$ cat config.mk
export PLATFORM = sky130hd
export DESIGN_NAME = minterm_scanner
export DESIGN_NICKNAME = d
export VERILOG_FILES = /design/src/rtl/minterm_scanner_pkg.sv /design/src/rtl/minterm_scanner_settle.sv /design/src/rtl/minterm_scanner.sv
export SDC_FILE = /design/constraint.sdc
export NUM_CORES = 1
export LEC_CHECK = 0
export BUFFER_PORTS_ARGS = -buffer_cell sky130_fd_sc_hd__buf_2
export CORE_UTILIZATION = 55
export CTS_CLUSTER_DIAMETER = 80
export DETAILED_ROUTE_END_ITERATION = 6
export PLACE_DENSITY = 0.8
export RECOVER_POWER = 50
export SYNTH_ARGS = -nofsm -noshare
export SYNTH_HDL_FRONTEND = slang
export SYNTH_HIERARCHICAL = 1
export SYNTH_SLANG_ARGS = --single-unit
$ cat constraint.sdc
create_clock -name clk -period 3.9 [get_ports clk]
set_input_delay 0.39 -clock clk [delete_from_list [all_inputs] [get_ports clk]]
set_output_delay 0.39 -clock clk [all_outputs]
set_load 0.01 [all_outputs]
$ cat src/rtl/minterm_scanner_pkg.sv
// Shared constants for the minterm/maxterm scanner: FSM state encodings and mode values.
package minterm_scanner_pkg;

    localparam logic [1:0] ST_IDLE  = 2'd0;
    localparam logic [1:0] ST_DRIVE = 2'd1;
    localparam logic [1:0] ST_EMIT  = 2'd2;
    localparam logic [1:0] ST_DONE  = 2'd3;

    localparam logic MODE_MINTERM = 1'b0;
    localparam logic MODE_MAXTERM = 1'b1;

endpackage

$ cat src/rtl/minterm_scanner_settle.sv
// Settle-time counter: counts cycles a combination has been held, flags the final one.
module settle_counter
    import minterm_scanner_pkg::*;
#(
    parameter int SETTLE = 1
) (
    input  logic clk,
    input  logic rst,
    input  logic clear,
    output logic tc
);

    localparam int W = (SETTLE > 1) ? $clog2(SETTLE) : 1;

    logic [W-1:0] cnt;

    always_ff @(posedge clk or posedge rst) begin
        if (rst) begin
            cnt <= '0;
        end else if (clear) begin
            cnt <= '0;
        end else begin
            cnt <= cnt + W'(1);
        end
    end

    assign tc = (cnt == W'(SETTLE - 1));

endmodule

$ cat src/rtl/minterm_scanner.sv
// Enumerates all input combinations of a combinational function and streams out the
// indices of its minterms (mode 0) or maxterms (mode 1) over a valid/ready handshake.
module minterm_scanner
    import minterm_scanner_pkg::*;
#(
    parameter int N_VARS = 4,
    parameter int SETTLE = 1
) (
    input  logic              clk,
    input  logic              rst,
    input  logic              start,
    input  logic              mode,
    input  logic              f_in,
    output logic [N_VARS-1:0] vars,
    output logic              idx_valid,
    output logic [N_VARS-1:0] idx,
    input  logic              idx_ready,
    output logic              busy,
    output logic              done,
    output logic [N_VARS:0]   count
);

    localparam logic [N_VARS-1:0] LAST = '1;

    logic [1:0]        state;
    logic [N_VARS-1:0] m;
    logic              mode_q;
    logic              settle_tc;
    logic              settle_clear;

    // Counter restarts whenever a combination has been sampled or the FSM is outside DRIVE.
    assign settle_clear = (state != ST_DRIVE) || settle_tc;

    settle_counter #(
        .SETTLE(SETTLE)
    ) u_settle (
        .clk  (clk),
        .rst  (rst),
        .clear(settle_clear),
        .tc   (settle_tc)
    );

    always_ff @(posedge clk or posedge rst) begin
        if (rst) begin
            state     <= ST_IDLE;
            m         <= '0;
            mode_q    <= MODE_MINTERM;
            idx       <= '0;
            idx_valid <= 1'b0;
            count     <= '0;
        end else begin
            case (state)
                ST_IDLE: begin
                    if (start) begin
                        mode_q <= mode;
                        m      <= '0;
                        count  <= '0;
                        state  <= ST_DRIVE;
                    end
                end
                ST_DRIVE: begin
                    if (settle_tc) begin
                        // Equality compare so an unknown f_in never registers as a hit.
                        if (f_in != mode_q) begin
                            idx       <= m;
                            idx_valid <= 1'b1;
                            state     <= ST_EMIT;
                        end else if (m == LAST) begin
                            state <= ST_DONE;
                        end else begin
                            m <= m + N_VARS'(1);
                        end
                    end
                end
                ST_EMIT: begin
                    if (idx_ready) begin
                        count     <= count + (N_VARS + 1)'(1);
                        idx_valid <= 1'b0;
                        if (m == LAST) begin
                            state <= ST_DONE;
                        end else begin
                            m     <= m + N_VARS'(1);
                            state <= ST_DRIVE;
                        end
                    end
                end
                ST_DONE: begin
                    state <= ST_IDLE;
                end
                default: begin
                    state <= ST_IDLE;
                end
            endcase
        end
    end

    assign vars = m;
    assign busy = (state == ST_DRIVE) || (state == ST_EMIT);
    assign done = (state == ST_DONE);

endmodule
# ---- Word-level counts from Yosys, hierarchy flattened
# Index checks and enable logic that the tools add are counted.
dict set report classes {
  n_mux 21
  n_addsub 3
  n_eq_ne 12
  n_reduce_logical 12
  bitwise_logic 1
}
# op n
set op_table {}
lappend op_table {{$mux 4} 5}
lappend op_table {{$mux 2} 6}
lappend op_table {{$pmux 4 s3} 1}
lappend op_table {{$mux 5} 2}
lappend op_table {{$ne 2x2->1 const B} 5}
lappend op_table {{$pmux 5 s2} 1}
lappend op_table {{$pmux 2 s4} 1}
lappend op_table {{$reduce_and 4->1} 2}
lappend op_table {{$reduce_and 3->1} 2}
lappend op_table {{$add 5x1->5 const B} 1}
lappend op_table {{$reduce_and 5->1} 1}
lappend op_table {{$add 4x1->4 const B} 1}
lappend op_table {{$eq 2x2->1 const B} 2}
lappend op_table {{$eq 4x4->1 const B} 1}
lappend op_table {{$mux 1} 4}
lappend op_table {{$reduce_bool 2->1} 2}
lappend op_table {{$ne 3x3->1 const B} 1}
lappend op_table {{$reduce_bool 3->1} 1}
lappend op_table {{$eq 2x1->1 const B} 1}
lappend op_table {{$logic_not 2->1} 1}
lappend op_table {{$logic_or 1x1->1} 2}
lappend op_table {{$ne 2x1->1 const B} 1}
lappend op_table {{$pmux 1 s2} 1}
lappend op_table {{$reduce_and 2->1} 1}
lappend op_table {{3 further kinds} 3}
dict set report word_totals {
  input_bits 6
  output_inout_bits 16
  register_bits 18
  wordCells 56
}

# ---- Depth between registers and ports, before layout
dict set report logic_depth {
  depth_word 5
  depth_mapped 7
  ltp_nobuf 6
}

# ---- Modules after synthesis
# Netlist, hierarchy kept.
# mod cells_each area_each_um2 n_inst
set modules_own_cells {}
lappend modules_own_cells {minterm_scanner 96 1018.5 1}
lappend modules_own_cells {settle_counter 4 36.3 1}

# ---- Worst setup path before layout
# OpenSTA, ideal clock, no wires.
dict set report synth_path {
  path_kind {reg2reg}
  startpoint {register state[0]}
  endpoint {register m[0] (netlist: vars[0])}
  required_time_ns 3.776
  t_arrival_ns 1.733
  path_buffers 1
  path_slack_ns 2.043
  setup_ns 0.124
  path_stages_with_launch 8
  cell_sequence {dfrtp_1 -> inv_1 -> ha_1 -> clkbuf_1 -> nor2b_1 -> a2111oi_4 -> and4bb_2 -> a211o_1}
}
dict set report synth_via {
  elab_chain_cells 3
  elab_cells_between_ends 10
}
# element line_no
set synth_lines {}
lappend synth_lines {{start: declaration} minterm_scanner.sv:25} ;# logic [1:0] state;
lappend synth_lines {{start signal: assignment} minterm_scanner.sv:45} ;# state <= ST_IDLE;
lappend synth_lines {{start signal: assignment} minterm_scanner.sv:58} ;# state <= ST_DRIVE;
lappend synth_lines {{start signal: assignment} minterm_scanner.sv:67} ;# state <= ST_EMIT;
lappend synth_lines {{$eq 2x1->1 (tied with other cells)} minterm_scanner.sv:52} ;# case (state)
lappend synth_lines {{$ne 2x2->1 (no line) or $reduce_bool 3->1 (tied branches)} -}
lappend synth_lines {{$reduce_and 5->1 (no line)} -}
lappend synth_lines {{end signal: assignment} minterm_scanner.sv:71} ;# m <= m + N_VARS'(1);
lappend synth_lines {{end signal: assignment} minterm_scanner.sv:82} ;# m <= m + N_VARS'(1);
lappend synth_lines {{end: declaration} minterm_scanner.sv:26} ;# logic [N_VARS-1:0] m;
# Parallel ways exist; a longest one is shown, timed or not.
# A chain may end at the register's enable or synchronous reset.

# ---- Final worst setup path
# Same ends and word-level chain as after synthesis.

==> results by group <==
Timing
  • RSZ-0062 raised after global routing: no
  • Worst-margin pin slew: 0.662 ns
  • Final worst setup slack: 1.83 ns
  • Final setup TNS: 0 ns
  • Slew headroom: 0.558
  • Fmax: 0.484 GHz
  • Final Setup Violations: 0
  • Hold Vio Cnt, Final: 0
  • Final hold slack: 0.328 ns
  • Pins over their slew limit: 0
  • Tmin final: 2.07 ns
  • Part of the cycle the worst path needs: 0.530
  • Clk_skew: 0.00732 ns

Synthesis
  • Synthesized instance count: 100
  • Ys Warns: 6
  • Post-synth top flop: dfrtp_1
  • Post-synth cell types: 30
  • Register area share after synthesis: 0.427
  • Number of synthesized flops with an enable pin: 0
  • Asr flop ratio synth: 1.00
  • Syn_area_per_cell: 10.5 sq um
  • Yosys reg bits: 18
  • Mapped Area: 1050 sq um
  • Mapped Nets: 114

Setup path
  • Worst path max stage delay: 0.45 ns
  • Worst setup EP type: flip-flop
  • Crit Path Max Fanout: 6
  • CP Class: flip-flop to flip-flop
  • Startpoint types: flip-flop
  • Crit path cell chain: inv_1 > ha_1 > nor2b_1 > a2111oi_4 > o21ai_1 > a211o_1
  • Worst Path Required: 4.09 ns
  • Worst Path Arrival: 2.26 ns
  • Worst path slowest cell: a2111oi_4

Cells and area
  • Diode count: 0
  • Final Net Count: 139
  • Sequential cell area: 450 sq um
  • Post-route cell area: 1220 sq um
  • Area grow syn2layout: 15.5%
  • Filler cell count in the final layout: 155
  • Final core occ: 0.691
  • Finished Layout Cells: 149
  • Most common cell after layout, fill and taps aside: dfrtp_1
  • Layout cells sized above 1: 0.185
  • Footprint of the multi-input gates: 567 sq um
  • Commonest non-fill, non-tap cells in the layout: dfrtp_1 (18), buf_2 (12), inv_1 (8), ha_1 (8), clkbuf_1 (8)

Power and ir drop
  • Power Density: 740 nW/um^2
  • Max VDD drop: 0.000427 V
  • Leakage: 0.638 nW
  • Total Power: 0.902 mW

Drt
  • Highest metal used: met4
  • Number of iterations in the first detailed-routing pass: 4
  • Drt wl/cell: 14.2 um
  • Vias/cell: 5.64
  • Post-Route WL: 2.12 mm
  • Routed length on met2: 1.03 mm
  • DR DRC count: 0
  • Post-route ant nets: 0
  • DR vias: 840
  • DR iter-0 viols: 20
  • Met3 Routed Length: 88 um
  • Wire length on met1: 982 um

Clocking
  • CTS clk-pin slew, worst paths: 0.11 ns
  • Clock Root Buffer: clkbuf_4
  • CTS sink cnt: 18
  • CTS max path bufs: 2
  • Setup bufs post-CTS: 0
  • Clock latency at the later pin of the worst-skew pair: 0.29 ns
  • Total CTS buffers: 3
  • H-tree level count: 1
  • CTS tree: done

Placed design
  • Placed Instances: 144
  • Detailed placement HPWL: 1.56 mm
  • Buffers added on ports: 21
  • Placed inst area: 1180 sq um
  • Post-Place Setup Slack: 1.87 ns
  • GPL Wtd Cong: 0.833

Floorplanning
  • Die Width: 45.8 um
  • Row cnt: 15
  • Core area: 1760 sq um
  • Initial Util: 0.598
  • Die Ht: 45.8 um
  • Die area: 2100 sq um
  • Io pins: 22

Global route
  • GRT Util Overall: 0.233
  • Vias in the first global route: 762
  • Grt total ovfl: 0
  • First-pass GRT wire length: 3.47 mm
  • Antenna violations before repair: 0
  • Largest net degree at the start of global routing: 18

Flow run
  • Max-capacitance violation count: 0

Min path
  • Hold Path Class: primary input to flip-flop

Outcome
  • Status: finished, final reports clean
==> final cells by class <==
| type | count | area share |
|---|---|---|
| multi-input combinational | 72 | 0.465 |
| sequential | 18 | 0.370 |
| timing repair buffer | 22 | 0.0852 |
| clock buffer | 4 | 0.0298 |
| tap | 25 | 0.0257 |
| inverter | 8 | 0.0246 |
==> cell families after synthesis <==
| group | share of synthesized area |
|---|---|
| compound gates | 0.197 |
| fa+ha+maj | 0.0949 |
| buf+inv | 0.0356 |
| simple gates | 0.159 |
| mux | 0.0534 |
| xor+xnor | 0.0332 |
| flops | 0.427 |
==> path summary, 6_finish.rpt <==
kind,from,endpoint,slack [ns],cells after the start
setup / recovery,state[0],vars[0],1.83,6
min in group asynchronous,rst,u_settle/cnt,0.48,3
hold / removal,mode,mode_q,0.33,2
hold reg to reg,u_settle/cnt,u_settle/cnt,0.43,1
setup reg to reg,state[0],vars[0],1.83,6
max in group asynchronous,rst,count[1],2.74,3
==> registers in the layout, summed over array words and instances, names as in the netlist <==
signal	flops
count	5
idx	4
vars	4
state	2
idx_valid	1
mode_q	1
u_settle/cnt	1
==> power breakdown <==
group / internal (mW) / switching [mW] / leakage, nW
logic: 0.212 / 0.264 / 0.384
clock network: 0.0568 / 0.0600 / 0.0210
registers: 0.248 / 0.0618 / 0.233
total: 0.517 / 0.385 / 0.638
==> synthesized netlist by cell type, types with 2 or more instances <==
master	number	area [sq um]
nand2_1	6	22.5
xor2_1	2	17.5
inv_1	8	30.0
xnor2_1	2	17.5
and4_1	3	26.3
clkbuf_1	2	7.51
dfrtp_1	18	450
nand3_1	5	25.0
a31oi_1	2	12.5
mux2_2	5	56.3
a22o_1	6	52.6
a21o_1	6	45.0
nand4_1	2	12.5
nor2b_1	3	18.8
o21ai_0	3	15.0
nor3_1	4	20.0
and3_1	2	12.5
ha_1	8	100
a21oi_1	2	10.0
==> worst max-delay path, delay by kind of cell (launching register included) <==
family | cells | cell delay [ns]
AO/OA/AOI/OAI | 3 | 0.89
adder cells (fa/ha/maj) | 1 | 0.28
flip-flops | 1 | 0.44
AND/OR/NAND/NOR | 1 | 0.22
buffers and inverters | 1 | 0.14
==> repair_timing <==
item | 4_1_cts | 5_1_grt
resized for setup | 0 | 0
hold buffers | 1 | 0
endpoints found under the setup margin | 0 | 0
endpoints found under the hold margin | 1 | 0
==> per-layer routing <==
metal	vias to the layer above	GRT usage
met2	23	0.389
met1	402	0.310
met4	0	0.0706
met3	2	0.0357
li1	413	-
met5	-	0
Note: power is estimated with default switching activity, not from simulation.
